$ cat config.mk
export PLATFORM = sky130hd
export DESIGN_NAME = demux_rr_param
export DESIGN_NICKNAME = d
export VERILOG_FILES = /design/src/rtl/demux_rr_param.sv
export SDC_FILE = /design/constraint.sdc
export NUM_CORES = 1
export LEC_CHECK = 0
export ABC_AREA = 1
export BUFFER_PORTS_ARGS = -buffer_cell sky130_fd_sc_hd__buf_4
export CAP_MARGIN = 5
export CORE_MARGIN = 2
export CORE_UTILIZATION = 30
export CTS_CLUSTER_DIAMETER = 30
export DETAILED_ROUTE_END_ITERATION = 8
export SYNTH_ARGS = -nofsm -noshare
export SYNTH_HDL_FRONTEND = slang
export SYNTH_SLANG_ARGS = --single-unit
$ cat constraint.sdc
create_clock -name clk -period 1.4 [get_ports clk]
set_clock_uncertainty 0.15 [all_clocks]
set_input_delay 0.07 -clock clk [delete_from_list [all_inputs] [get_ports clk]]
set_output_delay 0.07 -clock clk [all_outputs]
set_load 0.005 [all_outputs]
$ cat src/rtl/demux_rr_param.sv
// demux_rr_param: round-robin demultiplexer from one valid/ready input stream
// into NUM_CH output channels, each with a one-entry registered buffer.
//
// Ports:
//   clk        rising-edge clock
//   reset_L    asynchronous active-low reset
//   data_in    input word (WIDTH bits)
//   valid_in   data_in is valid
//   ready_in   block accepts data_in this cycle
//   data_out   flattened channel words, channel c at [c*WIDTH +: WIDTH]
//   valid_out  per-channel word present
//   ready_out  per-channel consumer takes its word
//   ptr        next target channel in round-robin order
//
// Option macro: DEMUX_SKIP_BUSY_EN selects work-conserving mode, where the
// target is the first free channel searched circularly from ptr. When it is
// undefined the input waits for channel ptr (strict round-robin).
module demux_rr_param #(
    parameter int WIDTH = 4,
    parameter int NUM_CH = 2,
    localparam int PTR_W = $clog2(NUM_CH)
) (
    input  logic                    clk,
    input  logic                    reset_L,
    input  logic [WIDTH-1:0]        data_in,
    input  logic                    valid_in,
    output logic                    ready_in,
    output logic [NUM_CH*WIDTH-1:0] data_out,
    output logic [NUM_CH-1:0]       valid_out,
    input  logic [NUM_CH-1:0]       ready_out,
    output logic [PTR_W-1:0]        ptr
);

    localparam logic [PTR_W-1:0] LAST = PTR_W'(NUM_CH - 1);

    logic [NUM_CH-1:0][WIDTH-1:0] data_q;
    logic [NUM_CH-1:0]            valid_q;
    logic [PTR_W-1:0]             ptr_q;

    logic [NUM_CH-1:0] free;
    logic [NUM_CH-1:0] load;
    logic [PTR_W-1:0]  tgt;
    logic [PTR_W-1:0]  ptr_nxt;
    logic              tgt_ok;
    logic              accept;

    // A channel is free when empty or when its consumer drains it now.
    assign free = ~valid_q | ready_out;

`ifdef DEMUX_SKIP_BUSY_EN
    // Walk offsets from the far end back to zero so the nearest free
    // channel (smallest offset from ptr) is the one left in tgt.
    always_comb begin
        int idx;
        idx    = 0;
        tgt    = ptr_q;
        tgt_ok = 1'b0;
        for (int i = NUM_CH - 1; i >= 0; i--) begin
            idx = int'(ptr_q) + i;
            if (idx >= NUM_CH) begin
                idx = idx - NUM_CH;
            end
            if (free[idx]) begin
                tgt    = PTR_W'(idx);
                tgt_ok = 1'b1;
            end
        end
    end
`else
    // Compare rather than index so ptr codes above NUM_CH-1 never
    // address past the end of free.
    always_comb begin
        tgt    = ptr_q;
        tgt_ok = 1'b0;
        for (int c = 0; c < NUM_CH; c++) begin
            if (ptr_q == PTR_W'(c)) begin
                tgt_ok = free[c];
            end
        end
    end
`endif

    // Held low during reset even though every channel reads as empty.
    assign ready_in = tgt_ok & reset_L;
    assign accept   = valid_in & ready_in;

    // Wrap at NUM_CH-1, which matters when NUM_CH is not a power of two.
    assign ptr_nxt = (tgt == LAST) ? '0 : tgt + PTR_W'(1);

    always_comb begin
        load = '0;
        for (int c = 0; c < NUM_CH; c++) begin
            load[c] = accept && (tgt == PTR_W'(c));
        end
    end

    always_ff @(posedge clk or negedge reset_L) begin
        if (!reset_L) begin
            data_q  <= '0;
            valid_q <= '0;
            ptr_q   <= '0;
        end else begin
            for (int c = 0; c < NUM_CH; c++) begin
                // A reload wins over a drain: the channel stays valid
                // with the new word, so there is no bubble.
                if (load[c]) begin
                    data_q[c]  <= data_in;
                    valid_q[c] <= 1'b1;
                end else if (valid_q[c] && ready_out[c]) begin
                    valid_q[c] <= 1'b0;
                end
            end
            if (accept) begin
                ptr_q <= ptr_nxt;
            end
        end
    end

    assign data_out  = data_q;
    assign valid_out = valid_q;
    assign ptr       = ptr_q;

endmodule

* Yosys cells after proc, flatten, opt, wreduce, memory -nomap -nowiden
Index checks and enable logic that the tools add are counted.
** Storage, ports and cells
- Flip-flop bits (word level) :: 11
- Bits of input ports :: 9
** Cells by class
- Add/sub/neg operators :: 1
- Multiplexer cells :: 6
- Bitwise operators :: 5
- Reduce and logical (&&, ||, !) cells :: 6
** Operators with widths (count)
- 1-bit 2-to-1 mux :: 6
- 1-bit logical AND :: 4
- 2-bit nonzero test :: 2
- 1-bit AND :: 2
- 2-bit inverter :: 1
- 2-bit OR :: 1
- 1-bit adder (second input constant) :: 1
- 1-bit inverter :: 1

* Logic depth before layout (Yosys ltp)
- Depth in word-level cells :: 7
- Depth in mapped cells :: 7
- Mapped depth without buffers :: 7

* Worst setup path before layout
OpenSTA, ideal clock, no wires.
- Path kind :: flip-flop to flip-flop
- Start :: register ptr_q (netlist: ptr)
- End :: register data_q, in the netlist data_out[0]
- Arrival :: 0.972 ns
- Required time :: 1.133 ns
- Setup slack :: 0.161 ns
- Stages on the path, launching flop included :: 7
- Buffers on the path :: 0
- Clock period less this slack :: 1.239 ns
- Cells stage by stage :: dfrtp_1 -> nand3_1 -> nand2_2 -> nor2_4 -> nand3_4 -> nand2_1 -> nand2_1
** On the way
- Word-level cells in the longest chain between the ends :: 4
** Ends and longest elaborated chain
- from (decl) :: RTL line 38 : logic [PTR_W-1:0] ptr_q;
- from (signal assigned) :: RTL line 114 : ptr_q <= ptr_nxt;
- 1-bit 2-to-1 mux :: RTL line 76 : if (ptr_q == PTR_W'(c)) begin
- 1-bit AND :: RTL line 84 : assign ready_in = tgt_ok & reset_L;
- net ready_in :: RTL line 27 : output logic ready_in,
- 1-bit AND :: RTL line 85 : assign accept = valid_in & ready_in;
- 1-bit logical AND :: RTL line 93 : load[c] = accept && (tgt == PTR_W'(c));
- to (signal, indexed assignment) :: RTL line 107 : data_q[c] <= data_in;
- to (decl) :: RTL line 36 : logic [NUM_CH-1:0][WIDTH-1:0] data_q;
The timed path passes the listed nets, and every way through them passes these cells.
A chain may end at the register's enable or synchronous reset.

* Worst setup path in the final report
- Start :: register ptr_q (netlist: ptr)
- End :: output port ready_in
** On the way
- Word-level cells in the longest chain between the ends :: 2
** Ends and longest elaborated chain (RTL line)
- 1-bit 2-to-1 mux :: 76
- 1-bit AND :: 84
- to (decl) :: 27
Every way passes these cells.

==> results.md <==
- Sequential area share after synthesis: 56.4%
- Yosys warns: 0
- CP Capture Type: output pin
- Worst path depth: 4
- Clk sink count: 11
- Die area: 1970 sq um
- Setup TNS: 0 ps
- CTS Buffer Depth: 2
- Post-synth EDFFs: 0
- DIE WIDTH: 44.3 um
- Via Count: 478
- Netlist Area Pre-Place: 488 sq um
- Pleak: 0.437 nW
- Clock root buffer: clkbuf_4
- Bufs and invs on worst path: 2
- Worst Path Required: 1180 ps
- Asr flop ratio synth: 100%
- CTS tree: yes
- VDD IR-drop max: 0.848 mV
- Slew Viols, Final: 0
- Final ANT Viol Nets: 0
- Grt ovf: 0
- DR WL/cell: 11.4 um
- Top FF cell, synth: dfrtp_1
- Worst EP arrival: 1110 ps
- H-tree levels: 1
- Top post-synthesis cells by area: dfrtp_1 (56%), nand2_1 (13%), inv_1 (6.2%), nand4_1 (5.1%), nand4_4 (4.4%)
- Core area: 1520 sq um
- Clock latency on the worst-skew pair: 270 ps
- Dpl hpwl: 814 um
- Worst hold path type: primary input to flip-flop
- Hold Fails Final Rpt: 0
- Kind of critical path: flip-flop to output pin
- Slowest CP cell: dfrtp_2
- Status: completed
- Port bufs: 20
- Vias per cell: 4.60
- Total GRT Usage: 14.3%
- Cell variety after synth: 12
- FF-to-FF path depth: 5
- Crit-path max cell delay: 420 ps
- Pwr dens: 1500 nW/um^2
- Antenna diodes: 0
- F_max: 754 MHz
- MaxCap Viol Count: 0
- Endpoints failing setup: 0
- Post-synth top area share: 56.4%
- Hold path depth: 3
- Cell taking the most area after synthesis: dfrtp_1
- Slew headroom: 64.1%
- First-pass GRT wire length: 1980 um
- Post-synthesis net count: 60
- Layout Nets: 98
- GPL Wtd Cong: 0.800
- CP cell instances: buf_4, nor2_4, nor2_4, buf_4
- Tmin final: 1330 ps
- DRC viols: 0
- Number of CTS-inserted buffers: 3
- RSZ-0062 raised after global routing: no
- Drt pass-1 iters: 4
- Initial core utilization: 32.0%
- Gate Count Post-Synth: 51
- Worst-path fanout max: 3
- Tcrit/Tclk final: 94.7%
- Most instantiated cells after synthesis: nand2_1 (17), dfrtp_1 (11), inv_1 (8)
- PnR Total Power: 0.00124 W
- CTS clk-pin slew, worst paths: 70 ps
- Area Growth Syn to Fin: 69.2%
- Count leader, synth: nand2_1
- Final wirelength: 1190 um
- Worst slew pin tran: 536 ps
- Critical Path Start Type: flip-flop
- Layout cell share with drive strength beyond 1: 42.0%
- Vias in the first global route: 482
- Register bit count reported by yosys: 11
- Fillers: 154
- Initial antenna violation count: 0
- Site row count: 14
- CP top delay family: flip-flops
- Pin count of the biggest net entering global routing: 12
- # IOs: 21
- Initial drt markers: 6
- Syn Area/Cell: 9.57 sq um
- Die height: 44.3 um
[cells by family after synthesis]
| family | Yosys count | share of synthesized area, % |
|---|---|---|
| compound gates | 5 | 5.39 |
| buf+inv | 8 | 6.15 |
| flops | 11 | 56.4 |
| simple gates | 27 | 32.1 |
[worst reg2reg max path, delay by kind of cell, from the launching register on]
| family | cells | cell delay, ps |
|---|---|---|
| buf+inv | 2 | 340 |
| flops | 1 | 420 |
| simple gates | 3 | 250 |
[layout make-up]
cell class | count | area, sq um | area share [%]
clock buffer | 4 | 26.3 | 3.18
inverter | 8 | 32.5 | 3.94
multi-input combinational | 32 | 200 | 24.2
sequential | 11 | 277 | 33.5
tap | 16 | 20.0 | 2.42
timing repair buffer | 33 | 270 | 32.7
[repair_timing]
item	4_1_cts	5_1_grt
gates resized for setup	1	7
hold buffers	9	0
hold endpoints to repair	22	0
pin swaps	1	2
endpoints found under the setup margin	1	5
buffers inserted	2	3
[per-stage QoR]
step | std cells | cell area (sq um) | hold WS [ps] | utilization (%) | setup slack (ps)
after floorplan | 51 | 488 | -376 | - | 161
after global placement | 87 | 658 | -219 | 43.2 | 127
after detailed placement | 87 | 658 | -217 | 43.2 | 67.2
after CTS | 102 | 791 | 16.6 | 51.9 | 18.0
after global routing | 104 | 826 | 34.0 | 54.2 | 17.7
final | 104 | 826 | 20.3 | 54.2 | 73.6
[report_power, final]
part	total (W)	switching [W]	internal [W]
combinational	0.000495	0.000211	0.000284
clock	0.000217	0.000107	0.000110
sequential	0.000524	0.0000796	0.000445
[state kept, by name, indices dropped and copies added, names as in the netlist]
name and cells:
data_out 8, valid_out 2, ptr 1
[path summary, 6_finish.rpt]
| check | from | end | slack (ps) |
|---|---|---|---|
| min reg2reg | data_out[3]$_DFFE_PN0P_ | data_out[3]$_DFFE_PN0P_ | 330 |
| max in group asynchronous | reset_L | ptr$_DFFE_PN0N_ | 510 |
| max | ptr$_DFFE_PN0N_ | ready_in | 70 |
| max reg2reg | ptr$_DFFE_PN0N_ | data_out[2]$_DFFE_PN0P_ | 110 |
| min | reset_L | valid_out[1]$_DFFE_PN0P_ | 20 |
| min in group asynchronous | reset_L | valid_out[1]$_DFFE_PN0P_ | 210 |
[layer usage]
| layer | vias to the layer above | wire (um) | global-route usage (%) | part of all wire (%) |
|---|---|---|---|---|
| met5 | - | 0 | 0 | 0 |
| met4 | 0 | 0 | 1.82 | 0 |
| met3 | 0 | 71 | 6.53 | 6.0 |
| met2 | 17 | 572 | 24.1 | 48 |
| met1 | 219 | 544 | 17.1 | 46 |
| li1 | 242 | - | - | - |
[cell usage in the layout (no fill, tap or decap), drive strengths merged]
cell          n
nor2          2
clkbuf        4
a31oi         1
nand3         2
nand2        18
dlygate4sd3   9
inv           8
o21ai         4
dfrtp        11
buf          24
nand4         5
Note: power is estimated with default switching activity, not from simulation.
